File: config.mk
export PLATFORM = sky130hd
export DESIGN_NAME = instr_encoder
export DESIGN_NICKNAME = d
export VERILOG_FILES = /design/src/rtl/rv_pkg.sv /design/src/rtl/skid_buf2.sv /design/src/rtl/instr_encoder.sv
export SDC_FILE = /design/constraint.sdc
export NUM_CORES = 1
export LEC_CHECK = 0
export ABC_AREA = 1
export CAP_MARGIN = 20
export CORE_ASPECT_RATIO = 1.1
export CORE_MARGIN = 10
export CORE_UTILIZATION = 53
export DETAILED_ROUTE_END_ITERATION = 8
export GPL_TIMING_DRIVEN = 0
export PLACE_DENSITY = 0.84
export RECOVER_POWER = 25
export SLEW_MARGIN = 20
export SYNTH_ARGS = -nofsm -noshare
export SYNTH_HDL_FRONTEND = slang
export SYNTH_HIERARCHICAL = 1
export SYNTH_SLANG_ARGS = --single-unit
File: constraint.sdc
create_clock -name clk -period 6 [get_ports clk]
set_input_delay 1.2 -clock clk [delete_from_list [all_inputs] [get_ports clk]]
set_output_delay 1.2 -clock clk [all_outputs]
set_load 0.05 [all_outputs]
File: src/rtl/rv_pkg.sv
// Shared RV32I definitions: instruction formats, base opcodes, NOP word and the encoder.
// Pure definitions (no state). The encode helper is combinational.
// Imported by instr_encoder for field packing and format decode.
package rv_pkg;

    typedef enum logic [2:0] {
        FMT_R = 3'd0,
        FMT_I = 3'd1,
        FMT_S = 3'd2,
        FMT_B = 3'd3,
        FMT_U = 3'd4,
        FMT_J = 3'd5
    } fmt_e;

    localparam logic [6:0] OPC_LUI    = 7'b0110111;
    localparam logic [6:0] OPC_AUIPC  = 7'b0010111;
    localparam logic [6:0] OPC_JAL    = 7'b1101111;
    localparam logic [6:0] OPC_JALR   = 7'b1100111;
    localparam logic [6:0] OPC_BRANCH = 7'b1100011;
    localparam logic [6:0] OPC_LOAD   = 7'b0000011;
    localparam logic [6:0] OPC_STORE  = 7'b0100011;
    localparam logic [6:0] OPC_OP_IMM = 7'b0010011;
    localparam logic [6:0] OPC_OP     = 7'b0110011;

    // addi x0, x0, 0
    localparam logic [31:0] NOP_INSTR = {12'd0, 5'd0, 3'd0, 5'd0, OPC_OP_IMM};

    // Output buffer entry: encoded word plus its byte address.
    localparam int ENTRY_W = 64;

    // Pack command fields into a 32-bit word; unknown formats become a NOP.
    function automatic logic [31:0] encode_instr(
        input logic [2:0]  fmt,
        input logic [6:0]  op,
        input logic [4:0]  rd,
        input logic [4:0]  rs1,
        input logic [4:0]  rs2,
        input logic [2:0]  f3,
        input logic [6:0]  f7,
        input logic [31:0] imm
    );
        logic [31:0] w;
        w = NOP_INSTR;
        case (fmt)
            FMT_R:   w = {f7, rs2, rs1, f3, rd, op};
            FMT_I:   w = {imm[11:0], rs1, f3, rd, op};
            FMT_S:   w = {imm[11:5], rs2, rs1, f3, imm[4:0], op};
            FMT_B:   w = {imm[12], imm[10:5], rs2, rs1, f3, imm[4:1], imm[11], op};
            FMT_U:   w = {imm[31:12], rd, op};
            FMT_J:   w = {imm[20], imm[10:1], imm[11], imm[19:12], rd, op};
            default: w = NOP_INSTR;
        endcase
        return w;
    endfunction

endpackage

File: src/rtl/skid_buf2.sv
// Two-entry skid buffer (ordered FIFO) between the encoder and the memory write port.
// Latency 1: a word written on an edge is visible on out_data after that edge.
// in_ready comes only from the registered occupancy; it drops when both entries are full.
module skid_buf2 #(
    parameter int W = 64
) (
    input  logic         clk,
    input  logic         rst,
    input  logic         in_valid,
    output logic         in_ready,
    input  logic [W-1:0] in_data,
    output logic         out_valid,
    input  logic         out_ready,
    output logic [W-1:0] out_data,
    output logic [1:0]   count
);

    logic [W-1:0] mem [2];
    logic         wr_ptr;
    logic         rd_ptr;
    logic         wr;
    logic         rd;

    assign in_ready  = (count != 2'd2);
    assign out_valid = (count != 2'd0);
    assign out_data  = mem[rd_ptr];
    assign wr        = in_valid & in_ready;
    assign rd        = out_valid & out_ready;

    // Storage, pointers and occupancy; storage cleared so idle outputs read zero.
    always_ff @(posedge clk or posedge rst) begin
        if (rst) begin
            mem[0] <= '0;
            mem[1] <= '0;
            wr_ptr <= 1'b0;
            rd_ptr <= 1'b0;
            count  <= 2'd0;
        end else begin
            if (wr) begin
                mem[wr_ptr] <= in_data;
            end
            wr_ptr <= wr_ptr ^ wr;
            rd_ptr <= rd_ptr ^ rd;
            case ({wr, rd})
                2'b10:   count <= count + 2'd1;
                2'b01:   count <= count - 2'd1;
                default: count <= count;
            endcase
        end
    end

endmodule

File: src/rtl/instr_encoder.sv
// Encodes RV32I command records into instruction words with sequential byte addresses.
// Latency 1 from command accept to out_valid; optional sticky range checks under INSTR_ENCODER_CHECK_EN.
// Backpressure: 2-entry skid buffer; in_ready falls when both entries are occupied.
module instr_encoder
    import rv_pkg::*;
(
    input  logic        clk,
    input  logic        rst,
    input  logic        start,
    input  logic [31:0] base_addr,
    input  logic        in_valid,
    output logic        in_ready,
    input  logic [2:0]  in_fmt,
    input  logic [6:0]  in_opcode,
    input  logic [4:0]  in_rd,
    input  logic [4:0]  in_rs1,
    input  logic [4:0]  in_rs2,
    input  logic [2:0]  in_funct3,
    input  logic [6:0]  in_funct7,
    input  logic [31:0] in_imm,
    input  logic        in_last,
    output logic        out_valid,
    input  logic        out_ready,
    output logic [31:0] out_instr,
    output logic [31:0] out_addr,
    output logic        done,
    output logic        err
);

    typedef enum logic [1:0] {
        S_IDLE  = 2'd0,
        S_RUN   = 2'd1,
        S_DRAIN = 2'd2
    } state_e;

    state_e              state;
    state_e              next_state;
    logic                buf_rdy;
    logic [1:0]          buf_cnt;
    logic                accept;
    logic                start_acc;
    logic [31:0]         addr_cnt;
    logic [31:0]         new_addr;
    logic [31:0]         enc_word;
    logic [ENTRY_W-1:0]  buf_out;

    assign accept    = in_valid & in_ready;
    assign start_acc = start & (state == S_IDLE);
    assign enc_word  = encode_instr(in_fmt, in_opcode, in_rd, in_rs1, in_rs2,
                                    in_funct3, in_funct7, in_imm);
    // addr_cnt tracks the head word; a new word lands behind everything still buffered.
    assign new_addr  = addr_cnt + {28'd0, buf_cnt, 2'b00};

    // Program state register.
    always_ff @(posedge clk or posedge rst) begin
        if (rst) begin
            state <= S_IDLE;
        end else begin
            state <= next_state;
        end
    end

    // Next-state, command-side ready and the completion pulse.
    always_comb begin
        next_state = state;
        in_ready   = 1'b0;
        done       = 1'b0;
        case (state)
            S_IDLE: begin
                if (start) begin
                    next_state = S_RUN;
                end
            end
            S_RUN: begin
                in_ready = buf_rdy;
                if (in_valid && buf_rdy && in_last) begin
                    next_state = S_DRAIN;
                end
            end
            S_DRAIN: begin
                if (buf_cnt == 2'd0) begin
                    done       = 1'b1;
                    next_state = S_IDLE;
                end
            end
            default: next_state = S_IDLE;
        endcase
    end

    // Address of the word at the buffer head; moves only when memory takes a word.
    always_ff @(posedge clk or posedge rst) begin
        if (rst) begin
            addr_cnt <= 32'd0;
        end else if (start_acc) begin
            addr_cnt <= base_addr;
        end else if (out_valid && out_ready) begin
            addr_cnt <= addr_cnt + 32'd4;
        end
    end

    skid_buf2 #(.W(ENTRY_W)) u_skid (
        .clk       (clk),
        .rst       (rst),
        .in_valid  (accept),
        .in_ready  (buf_rdy),
        .in_data   ({enc_word, new_addr}),
        .out_valid (out_valid),
        .out_ready (out_ready),
        .out_data  (buf_out),
        .count     (buf_cnt)
    );

    assign out_instr = buf_out[63:32];
    assign out_addr  = buf_out[31:0];

`ifdef INSTR_ENCODER_CHECK_EN
    logic bad_cmd;

    // Flag immediates that the selected format cannot represent, and unknown formats.
    always_comb begin
        bad_cmd = 1'b0;
        case (in_fmt)
            FMT_R:        bad_cmd = 1'b0;
            FMT_I, FMT_S: bad_cmd = (in_imm[31:11] != {21{in_imm[11]}});
            FMT_B:        bad_cmd = (in_imm[31:12] != {20{in_imm[12]}}) || in_imm[0];
            FMT_U:        bad_cmd = (in_imm[11:0] != 12'd0);
            FMT_J:        bad_cmd = (in_imm[31:20] != {12{in_imm[20]}}) || in_imm[0];
            default:      bad_cmd = 1'b1;
        endcase
    end

    // Sticky error, cleared when a new program starts.
    always_ff @(posedge clk or posedge rst) begin
        if (rst) begin
            err <= 1'b0;
        end else if (start_acc) begin
            err <= 1'b0;
        end else if (accept && bad_cmd) begin
            err <= 1'b1;
        end
    end
`else
    assign err = 1'b0;
`endif

endmodule

* Yosys cells after proc, flatten, opt, wreduce, memory -nomap -nowiden *
Index checks and enable logic that the tools add are counted.
W data, S select, Z words.

cells by class
  add/subtract/negate cells = 4
  $mul = 0
  div/mod/pow operators = 0
  magnitude comparators = 3
  equality and inequality tests = 13
  shift operators = 0
  mux-type cells = 17
  bitwise operators = 8
  reduce and logical (&&, ||, !) cells = 11

operator list
  operator                 number
  $mux W64                 4
  $pmux W32 S6             1
  $bwmux W128              1
  $demux W64 S1            1
  $mux W32                 2
  $add A32 B3 Y32 const B  1
  $add A32 B4 Y32          1
  $ne A2 B2 Y1 const B     4
  $eq A3 B2 Y1 const B     2
  $eq A3 B3 Y1 const B     2
  $mux W2                  3
  $pmux W2 S3              1
  $reduce_bool A2 Y1       3
  $and A1 B1 Y1            4
  $eq A2 B1 Y1 const B     2
  $eq A2 B2 Y1 const B     2
  $ge A2 B2 Y1 const B     2
  $logic_and A1 B1 Y1      4
  $logic_not A2 Y1         2
  $not A1 Y2               2
  $pmux W2 S2              1
  $eq A3 B1 Y1 const B     1
  $logic_not A3 Y1         1
  $mux W1                  3
  5 further kinds          6

word-level totals
  register bits after elaboration = 166
  bits in latches = 0
  bits in writable memories = 0
  ROM bits = 0
  output and inout port bits = 68
  word-level logic and storage cells = 63
  memories = 0

* Logic depth before layout (Yosys ltp) *
Gate-level depths: netlist (run 1).

  depth in word-level cells = 6
  depth in mapped cells = 10
  mapped depth without buffers = 10

* Modules after synthesis *
The synthesis (run 1) kept the hierarchy.

by module, submodules not included
  module         instances  cells each  area each (µm²)
  skid_buf2      1          712         5831.8
  instr_encoder  1          595         3485.8

* Least setup slack after synthesis (run 1) *
No wires, ideal clock.

  kind = flip-flop to output port
  start = register u_skid.count[1]
  end = output done
  arrival = 1.994 ns
  setup slack = 2.806 ns
  stages on the path, launching flop included = 2
  path buffers = 0
  path through = dfrtp_1 -> nor4_1

between the ends
  cells in the longest elaborated chain, start to end = 3

ends and longest elaborated chain
  item                    line                 source
  start, declared         skid_buf2.sv:15      output logic [1:0] count
  start signal, assigned  skid_buf2.sv:45      2'b10: count <= count + 2'd1;
  start signal, assigned  skid_buf2.sv:46      2'b01: count <= count - 2'd1;
  start signal, assigned  skid_buf2.sv:47      default: count <= count;
  $logic_not A2 Y1        instr_encoder.sv:81  if (buf_cnt == 2'd0) begin
  $mux W1                 instr_encoder.sv:81
  $mux W1                 instr_encoder.sv:68  case (state)
  end, declared           instr_encoder.sv:26  output logic done,

No other way between the ends.

* Final worst setup path (run 1) *
  start = register u_skid.rd_ptr
  end = output out_addr[12]

between the ends
  cells in the longest elaborated chain, start to end = 4

ends and longest elaborated chain
  item                                         line                 source
  start, declared                              skid_buf2.sv:20      logic rd_ptr;
  start signal, assigned                       skid_buf2.sv:43      rd_ptr <= rd_ptr ^ rd;
  $not A1 Y2 (not written as such)             skid_buf2.sv:26      assign out_data = mem[rd_ptr];
  $mux W64 (not written as such) (3 in a row)  skid_buf2.sv:26
  end, declared                                instr_encoder.sv:25  output logic [31:0] out_addr,

No other way between the ends. The select of a mux whose other input is x is not followed.

==> impl_metrics.ini, run 1 <==
[status]
status = complete, but fails checks
violations = capacitance limit, slew limit

[hold_path]
min-delay-path-class = flip-flop to flip-flop

[power_and_ir_drop]
worst_ir_drop_vdd_v = 0.000379
power.sequential.fraction_pct = 28.5
power_density_nw_per_um2 = 577
switchingPower_mw = 3.43
p_clk_share_pct = 15.6
cellInternalPower_mw = 3.44
power_frac_comb_pct = 55.9
leakagePower_nw = 5.56
sw_frac_of_total_pct = 49.9

[logic_synthesis]
synth_compound_gate_area_share_pct = 13.5
synth_top_family_by_area = simple AND/OR/NAND/NOR gates
synth_seq_cells = 166
yosys.area_share.simple_pct = 26.4
postSynthAreaPerCell_um2 = 7.13
xor_xnor_share_of_the_synthesized_area_pct = 2.82
mappedNetlistArea_um2 = 9320
synth_sequential_area_ratio_pct = 44.6
synth.mux.area_fraction_pct = 0
synth_enable_flop_cells = 0
synth.lib_cells_used.distinct = 37
ys_async_sr_fraction_pct = 100
synth_cells = 1307
yosys.area_share.adder_pct = 1.02
yosysWarningCount = 6
yosys_most_used_dff = sky130_fd_sc_hd__dfrtp_1
mappedNetlistNets = 1419

[sta]
maxClockFrequency_mhz = 277
max_slew_headroom_pct = -23.4
worst_hold_slack_ps = 515
clock_skew_ps = 9.38
max_slew.worst_pin.slew_ps = 1840
part_of_the_cycle_the_worst_path_needs_pct = 60.2
drv_slew = 40
final_hold_viol_count = 0
rsz0062_at_grt = false
finalSetupViolations = 0
finalCriticalPeriod_ps = 3610

[cells_and_area]
n_antenna_cell = 0
fill_cells = 1443
postLayoutCoreUtil_pct = 69.6
areaGrowthSynthToFinish_pct = 28.0
final_area_um2 = 11900
drive_gt1_share_pct = 7.94
finalNetCount = 1610

[floorplan]
core_area_um2 = 17100
effective_utilization_at_floorplan_pct = 54.4
io_pins = 173
num_rows = 50
die_area_um2 = 23300
floorplan.die.width_um = 146
die_height_um = 159

[global_routing]
grt_first_pass_wirelength_um = 46900
grt_remaining_overflow = 0
grtUsageTotal_pct = 24.6
vias_in_the_first_global_route = 9125
grt_antenna_before_repair = 0
grt_max_degree = 94

[clock_tree]
clock_tree.htree_level_count = 4
clock_transition_at_path_regs_ps = 60
clock_latency_on_the_worst_skew_pair_ps = 430
hold_buffers = 0
postCtsSetupRepairBufs = 0
numCtsBuffers = 17
root_buffer = sky130_fd_sc_hd__clkbuf_16
tritoncts = built
cts_resized = 0
cts_buffer_depth = 2
cts.sink_count = 166

[drt]
route.vias.total = 9158
detail_route.drc_violations = 0
drtAntennaViolNets = 0
drt_iter0_markers = 713
detailedRoute.firstPassIterationCount = 5
routedWlPerCell_um = 16.7
viasPerCell = 5.25
routed_wirelength_um = 29100

[critical_path]
cp_data_required_time_ps = 4800
timing.critical_path.arrival_ps = 2410
startpoint_type_of_the_worst_setup_path = flip-flop
critical_path_peak_fanout = 10
timing.critical_path.to_type = output pin
critical_path_class = flip-flop to output pin

[placement]
dp_hpwl_um = 21900
cell_area_after_placement_um2 = 11400
number_of_i_o_port_buffers = 170
gpl.final_weighted_congestion = 0.942

[run]
timing.max_cap.violations = 1
==> metal layers <==
layer / GRT usage [%] / vias up / wire length [um]
met2: 41.5 / 362 / 14300
met5: 0 / - / 0
met1: 30.0 / 4307 / 12100
met4: 9.88 / 0 / 845
met3: 4.86 / 61 / 1790
li1: - / 4428 / -
==> kinds of logic (layout without fill, tap and decap cells) <==
kind of cell | after synthesis | in the layout
AND/OR/NAND/NOR | 599 | 599
buffers and inverters | 262 | 466
AO/OA/AOI/OAI | 242 | 242
flip-flops | 166 | 166
XOR/XNOR | 30 | 30
adder cells (fa/ha/maj) | 7 | 7
other | 1 | 1
==> power groups by stage <==
stage	Combinational [mW]	Clock, mW	Sequential (mW)
final	3.84	1.07	1.96
after global routing	4.16	1.13	2.02
after CTS	3.85	1.08	1.96
after detailed placement	3.81	0	1.97
after global placement	3.73	0	1.94
after floorplan	2.58	0	1.88
==> flip-flops by register name, indices dropped and copies added (netlist names) <==
signal,count
state,2
u_skid/count,2
u_skid/mem,128
u_skid/rd_ptr,1
u_skid/wr_ptr,1
addr_cnt,32
==> per-stage QoR <==
stage          worst slack (ps)  power (mW)  setup TNS, ps  instances
4_1_cts                    2420        6.88              0       1745
3_5_place_dp               2890        5.78              0       1713
3_3_place_gp               -509        5.67         -65710       1711
2_1_floorplan              1270        4.46              0       1307
5_1_grt                    2270        7.31              0       1745
6_report                   2390        6.87              0       1745
==> synthesized netlist by cell type, drive strengths merged, types with 4 or more instances <==
master / n / area share (%)
nor2: 70 / 3.7
clkbuf: 8 / 0.32
dfrtp: 166 / 45
xor2: 27 / 2.5
ha: 6 / 0.81
nand2: 453 / 18
o211ai: 9 / 0.73
nand3: 61 / 3.3
o21ai: 215 / 12
nor3: 6 / 0.32
a21oi: 8 / 0.47
buf: 51 / 3.1
o22ai: 4 / 0.27
inv: 202 / 8.1
==> cell usage in the layout (no fill, tap or decap), types with 7 or more instances in the layout <==
| cell type | count |
|---|---|
| sky130_fd_sc_hd__o21ai_0 | 208 |
| sky130_fd_sc_hd__nand2_2 | 8 |
| sky130_fd_sc_hd__buf_2 | 38 |
| sky130_fd_sc_hd__a21oi_1 | 7 |
| sky130_fd_sc_hd__xor2_1 | 27 |
| sky130_fd_sc_hd__nor2_1 | 50 |
| sky130_fd_sc_hd__clkbuf_16 | 17 |
| sky130_fd_sc_hd__o211ai_1 | 9 |
| sky130_fd_sc_hd__o21ai_1 | 7 |
| sky130_fd_sc_hd__nand2_1 | 445 |
| sky130_fd_sc_hd__nor2_2 | 14 |
| sky130_fd_sc_hd__clkdlybuf4s50_1 | 167 |
| sky130_fd_sc_hd__nand3_1 | 60 |
| sky130_fd_sc_hd__clkbuf_1 | 11 |
| sky130_fd_sc_hd__inv_1 | 197 |
| sky130_fd_sc_hd__buf_4 | 11 |
| sky130_fd_sc_hd__dfrtp_1 | 166 |
==> cell type report <==
class / instances / area, um^2 / area share, %
sequential: 166 / 4150 / 34.8
multi-input combinational: 879 / 4080 / 34.2
timing repair buffer: 172 / 1730 / 14.5
inverter: 203 / 763 / 6.40
clock buffer: 22 / 484 / 4.06
buffer: 59 / 318 / 2.67
tap: 234 / 293 / 2.46
clock inverter: 10 / 97.6 / 0.819
==> worst max-delay path: stages (launching register included) <==
cell	delay [ps]
sky130_fd_sc_hd__dfrtp_1	410
sky130_fd_sc_hd__clkbuf_1	220
sky130_fd_sc_hd__o21ai_0	440
sky130_fd_sc_hd__clkdlybuf4s50_1	910
==> path summary, 6_finish.rpt <==
| path | slack [ps] | start | cells past startpoint | to |
|---|---|---|---|---|
| min reg2reg | 520 | u_skid/mem[86] | 2 | u_skid/mem[86] |
| max in group asynchronous | 3110 | rst | 3 | state[0] |
| max reg2reg | 3820 | addr_cnt[2] | 10 | u_skid/mem[26] |
| min in group asynchronous | 1320 | rst | 2 | addr_cnt[17] |
| max | 2390 | u_skid/rd_ptr | 3 | out_addr[12] |
| min | 520 | u_skid/mem[86] | 2 | u_skid/mem[86] |
(Power assumes the default switching activity.)
==> run 2, diff against run 1 <==
Clock period 6 ns to 3.7 ns, I/O delays scaled along.
==> impl_metrics.ini, run 2 (synthesis results as in run 1) <==
[status]
status = complete, but fails checks
violations = capacitance limit, slew limit

[cells_and_area]
final_area_um2 = 12000
mostFrequentLayoutCell = sky130_fd_sc_hd__nand2_1
drive_gt1_share_pct = 7.93
areaGrowthSynthToFinish_pct = 28.5
fill_cells = 1432
post_layout_nonfiller_instances = 1748
register_containing_the_most_flip_flops_in_the_final_layout = u_skid/mem
n_antenna_cell = 0
most_frequent_cells_in_the_layout = 445 x sky130_fd_sc_hd__nand2_1, 208 x sky130_fd_sc_hd__o21ai_0, 197 x sky130_fd_sc_hd__inv_1
layout_top_registers = u_skid/mem x128, addr_cnt x32
finalNetCount = 1613
largest_register_ffs = 128

[global_routing]
grt_first_pass_wirelength_um = 47100
vias_in_the_first_global_route = 9253
grt_remaining_overflow = 0
grt_max_degree = 34
grtUsageTotal_pct = 24.5
grt_antenna_before_repair = 0

[power_and_ir_drop]
leakagePower_nw = 5.57
worst_ir_drop_vdd_v = 0.000635
power_density_nw_per_um2 = 940
totalPowerFinal_mw = 11.3

[sta]
max_slew_headroom_pct = -23.6
rsz0062_at_grt = false
max_slew.worst_pin.slew_ps = 1850
drv_slew = 97
fin_setup_tns_ps = 0
finalSetupViolations = 0
final_hold_viol_count = 0
clock_skew_ps = 8.19
worst_hold_slack_ps = 519
finalCriticalPeriod_ps = 3180
maxClockFrequency_mhz = 315
part_of_the_cycle_the_worst_path_needs_pct = 85.9

[floorplan]
num_rows = 50
die_height_um = 159
floorplan.die.width_um = 146
io_pins = 173
die_area_um2 = 23300
effective_utilization_at_floorplan_pct = 54.4
core_area_um2 = 17100

[drt]
routed_wirelength_um = 28800
routedWlPerCell_um = 16.5
detailedRoute.firstPassIterationCount = 7
detail_route.drc_violations = 0
drt_iter0_markers = 719
route.vias.total = 9175
drtAntennaViolNets = 0
viasPerCell = 5.25

[clock_tree]
tritoncts = built
numCtsBuffers = 17
cts_resized = 0
cts.sink_count = 166
hold_buffers = 0
root_buffer = sky130_fd_sc_hd__clkbuf_16
clock_latency_on_the_worst_skew_pair_ps = 430
cts_buffer_depth = 2
clock_tree.htree_level_count = 4
postCtsSetupRepairBufs = 0
clock_transition_at_path_regs_ps = 60

[critical_path]
startpoint_type_of_the_worst_setup_path = flip-flop
cp_cell_sequence = clkbuf_1, o21ai_0, clkdlybuf4s50_1
timing.critical_path.to_type = output pin
critical_path_peak_fanout = 10
critical-path-max-stage-delay_ps = 900
cpMaxStageDelayCell = sky130_fd_sc_hd__clkdlybuf4s50_1
timing.critical_path.arrival_ps = 2440
critical_path_class = flip-flop to output pin
cp_data_required_time_ps = 2960

[placement]
gpl.final_weighted_congestion = 0.958
number_of_i_o_port_buffers = 170
cell_area_after_placement_um2 = 11400
dp_hpwl_um = 22000
post-place-cells = 1716

[run]
timing.max_cap.violations = 3

[hold_path]
min-delay-path-class = flip-flop to flip-flop
-- run 2: path summary, 6_finish.rpt --
check / startpoint / end / slack [ps] / cells past startpoint
worst max-delay path: u_skid/rd_ptr / out_addr[12] / 520 / 3
worst min-delay path: u_skid/mem[97] / u_skid/mem[97] / 520 / 2
worst max register to register: u_skid/count[1] / u_skid/mem[25] / 1540 / 9
worst min register to register: u_skid/mem[97] / u_skid/mem[97] / 520 / 2
max in group asynchronous: rst / u_skid/mem[97] / 850 / 3
min in group asynchronous: rst / addr_cnt[0] / 710 / 2
-- run 2: metrics by stage --
| step | util (%) | setup WS [ps] |
|---|---|---|
| after floorplan | - | 966 |
| after global placement | 66.0 | 157 |
| after detailed placement | 66.6 | 951 |
| after CTS | 70.2 | 568 |
| after global routing | 69.9 | 409 |
| final | 69.9 | 520 |
-- run 2: critical path: cells and delay by family (launching register included) --
family,cells,cell delay [ps]
flops,1,420
buf+inv,2,1140
compound gates,1,450
-- run 2: area by class of cell --
class                      instances  area [um^2]  area share, %
buffer                            59          322           2.69
inverter                         203          763           6.37
sequential                       166         4150           34.7
multi-input combinational        879         4080           34.1
timing repair buffer             175         1750           14.6
clock buffer                      22          464           3.88
clock inverter                    10          145           1.21
tap                              234          293           2.45
-- run 2: layer usage --
metal	vias up	part of all wire, %	track usage [%]
li1	4437	-	-
met2	381	50	42.3
met3	50	7.1	4.20
met5	-	0	0
met1	4307	41	30.0
met4	0	2.2	8.42
-- run 2: report_power, final --
group / internal (mW) / leakage [nW] / switching (mW)
clock network: 1.10 / 0.280 / 0.744
logic: 1.93 / 3.24 / 4.30
registers: 2.67 / 2.05 / 0.519
total: 5.69 / 5.57 / 5.56
==> run 3, diff against run 2 <==
Settings changed: CORE_UTILIZATION 53 to 35, PLACE_DENSITY 0.84 to 0.6, TNS_END_PERCENT set to 10.
==> impl_metrics.ini, run 3 (synthesis results as in run 1) <==
[clock_tree]
cts_buffer_depth = 2
clock_tree.htree_level_count = 4
numCtsBuffers = 17
clock_latency_on_the_worst_skew_pair_ps = 430
postCtsSetupRepairBufs = 0
cts_resized = 0
clock_transition_at_path_regs_ps = 70
hold_buffers = 0
tritoncts = built
root_buffer = sky130_fd_sc_hd__clkbuf_16
cts.sink_count = 166

[cells_and_area]
fill_cells = 2764
largest_register_ffs = 128
drive_gt1_share_pct = 8.12
layout_top_registers = u_skid/mem x128, addr_cnt x32
areaGrowthSynthToFinish_pct = 30.1
n_antenna_cell = 0
multiInputGateArea_um2 = 4080
register_containing_the_most_flip_flops_in_the_final_layout = u_skid/mem
most_frequent_cells_in_the_layout = 445 x sky130_fd_sc_hd__nand2_1, 208 x sky130_fd_sc_hd__o21ai_0, 197 x sky130_fd_sc_hd__inv_1
sequential_cell_area_um2 = 4150
finalNetCount = 1613
final_area_um2 = 12100
mostFrequentLayoutCell = sky130_fd_sc_hd__nand2_1

[power_and_ir_drop]
cellInternalPower_mw = 5.64
sw_frac_of_total_pct = 49.6
p_clk_share_pct = 16.2
power.sequential.fraction_pct = 28.3
power_frac_comb_pct = 55.5
leakagePower_nw = 5.58
power_density_nw_per_um2 = 922
worst_ir_drop_vdd_v = 0.000497
switchingPower_mw = 5.54

[critical_path]
path_delay_family = buffers and inverters
regToRegStartpoint = u_skid/count[0]
rr_worst_depth = 10
worstPathBufferInverterCount = 2
critical-path-max-stage-delay_ps = 900
worst_r2r_endpoint = u_skid/mem[26]
critical_path_class = flip-flop to output pin
cpMaxStageDelayCell = sky130_fd_sc_hd__clkdlybuf4s50_1
worst-r2r-setup-slack_ps = 1510
cp_cell_sequence = clkbuf_1, o21ai_0, clkdlybuf4s50_1
critical_path_peak_fanout = 10
timing.critical_path.arrival_ps = 2480
cp_data_required_time_ps = 2960
startpoint_type_of_the_worst_setup_path = flip-flop
cp.depth = 3
timing.critical_path.to_type = output pin

[sta]
max_slew.worst_pin.slew_ps = 1580
part_of_the_cycle_the_worst_path_needs_pct = 87.0
finalSetupViolations = 0
fin_setup_tns_ps = 0
max_slew_headroom_pct = -5.39
finalCriticalPeriod_ps = 3220
final_hold_viol_count = 0
setup_slack_ps = 481
rsz0062_at_grt = false
drv_slew = 27
maxClockFrequency_mhz = 311
clock_skew_ps = 14.1

[floorplan]
floorplan.die.width_um = 176
effective_utilization_at_floorplan_pct = 35.6
io_pins = 173
die_height_um = 191
num_rows = 62
core_area_um2 = 26100
die_area_um2 = 33600

[status]
violations = capacitance limit, slew limit
status = complete, but fails checks

[global_routing]
grt_antenna_before_repair = 0
grt_remaining_overflow = 0
grtUsageTotal_pct = 17.9
grt_max_degree = 33
vias_in_the_first_global_route = 8901
grt_first_pass_wirelength_um = 48100

[hold_path]
min-delay-path-class = flip-flop to flip-flop
hold_end = addr_cnt[31]
worstHoldStart = addr_cnt[31]
hold_depth = 2

[placement]
dp_hpwl_um = 23000
cell_area_after_placement_um2 = 11600
number_of_i_o_port_buffers = 170
placement.setup.worst_slack_ps = 951
gpl.final_weighted_congestion = 0.892

[drt]
drt_iter0_markers = 660
detail_route.drc_violations = 0
viasPerCell = 4.72
drtAntennaViolNets = 0
route.vias.total = 8802
routedWlPerCell_um = 16.0
detailedRoute.firstPassIterationCount = 5
routed_wirelength_um = 29900

[run]
timing.max_cap.violations = 1
==> run 3: layer usage <==
| metal | track usage (%) | up-vias | part of all wire [%] |
|---|---|---|---|
| met1 | 23.2 | 4095 | 46 |
| met4 | 5.94 | 0 | 1.9 |
| met5 | 0 | - | 0 |
| met2 | 29.4 | 245 | 47 |
| li1 | - | 4431 | - |
| met3 | 3.61 | 31 | 4.8 |
==> run 3: worst max path at each step <==
stage / from / endpoint / slack (ps)
detailed placement: u_skid/rd_ptr / out_addr[14] / 950
global route: u_skid/rd_ptr / out_addr[11] / 390
CTS: u_skid/rd_ptr / out_addr[14] / 480
global placement: rst / u_skid/mem[96] / -30
finish: u_skid/rd_ptr / out_addr[11] / 480
floorplan: u_skid/count[1] / done / 970
==> run 3: cell type report <==
class                           instances  area share [%]
Sequential cell                       166            34.3
Multi-Input combinational cell        879            33.7
Timing Repair Buffer                  175            14.6
Inverter                              203            6.30
Clock buffer                           21            3.88
Tap cell                              352            3.63
Buffer                                 59            2.65
Clock inverter                         11            1.02
==> run 3: per-stage QoR <==
step / hold slack [ps] / utilization, % / total power, mW / std cells
after floorplan: 471 / - / 7.24 / 1307
final: 514 / 46.4 / 11.2 / 1866
after detailed placement: 504 / 44.2 / 9.44 / 1834
after CTS: 521 / 46.5 / 11.3 / 1866
after global routing: 529 / 46.4 / 12.0 / 1866
after global placement: 498 / 43.8 / 9.35 / 1829
==> run 3: power groups by stage <==
stage               registers [mW]  clock network (mW)  logic (mW)
floorplan                     3.05                   0        4.18
global placement              3.17                   0        6.18
detailed placement            3.19                   0        6.25
CTS                           3.16                1.86        6.28
global route                  3.27                1.94        6.80
finish                        3.17                1.81        6.20
==> run 3: worst reg2reg max path: stages, from the launching register on <==
cell	delay, ps
sky130_fd_sc_hd__dfrtp_1	470
sky130_fd_sc_hd__ha_1	220
sky130_fd_sc_hd__fa_1	230
sky130_fd_sc_hd__nand3_2	160
sky130_fd_sc_hd__nor2_4	220
sky130_fd_sc_hd__inv_2	60
sky130_fd_sc_hd__nor2_1	210
sky130_fd_sc_hd__nand2_1	100
sky130_fd_sc_hd__xor2_1	270
sky130_fd_sc_hd__nand2_1	90
sky130_fd_sc_hd__o21ai_0	80
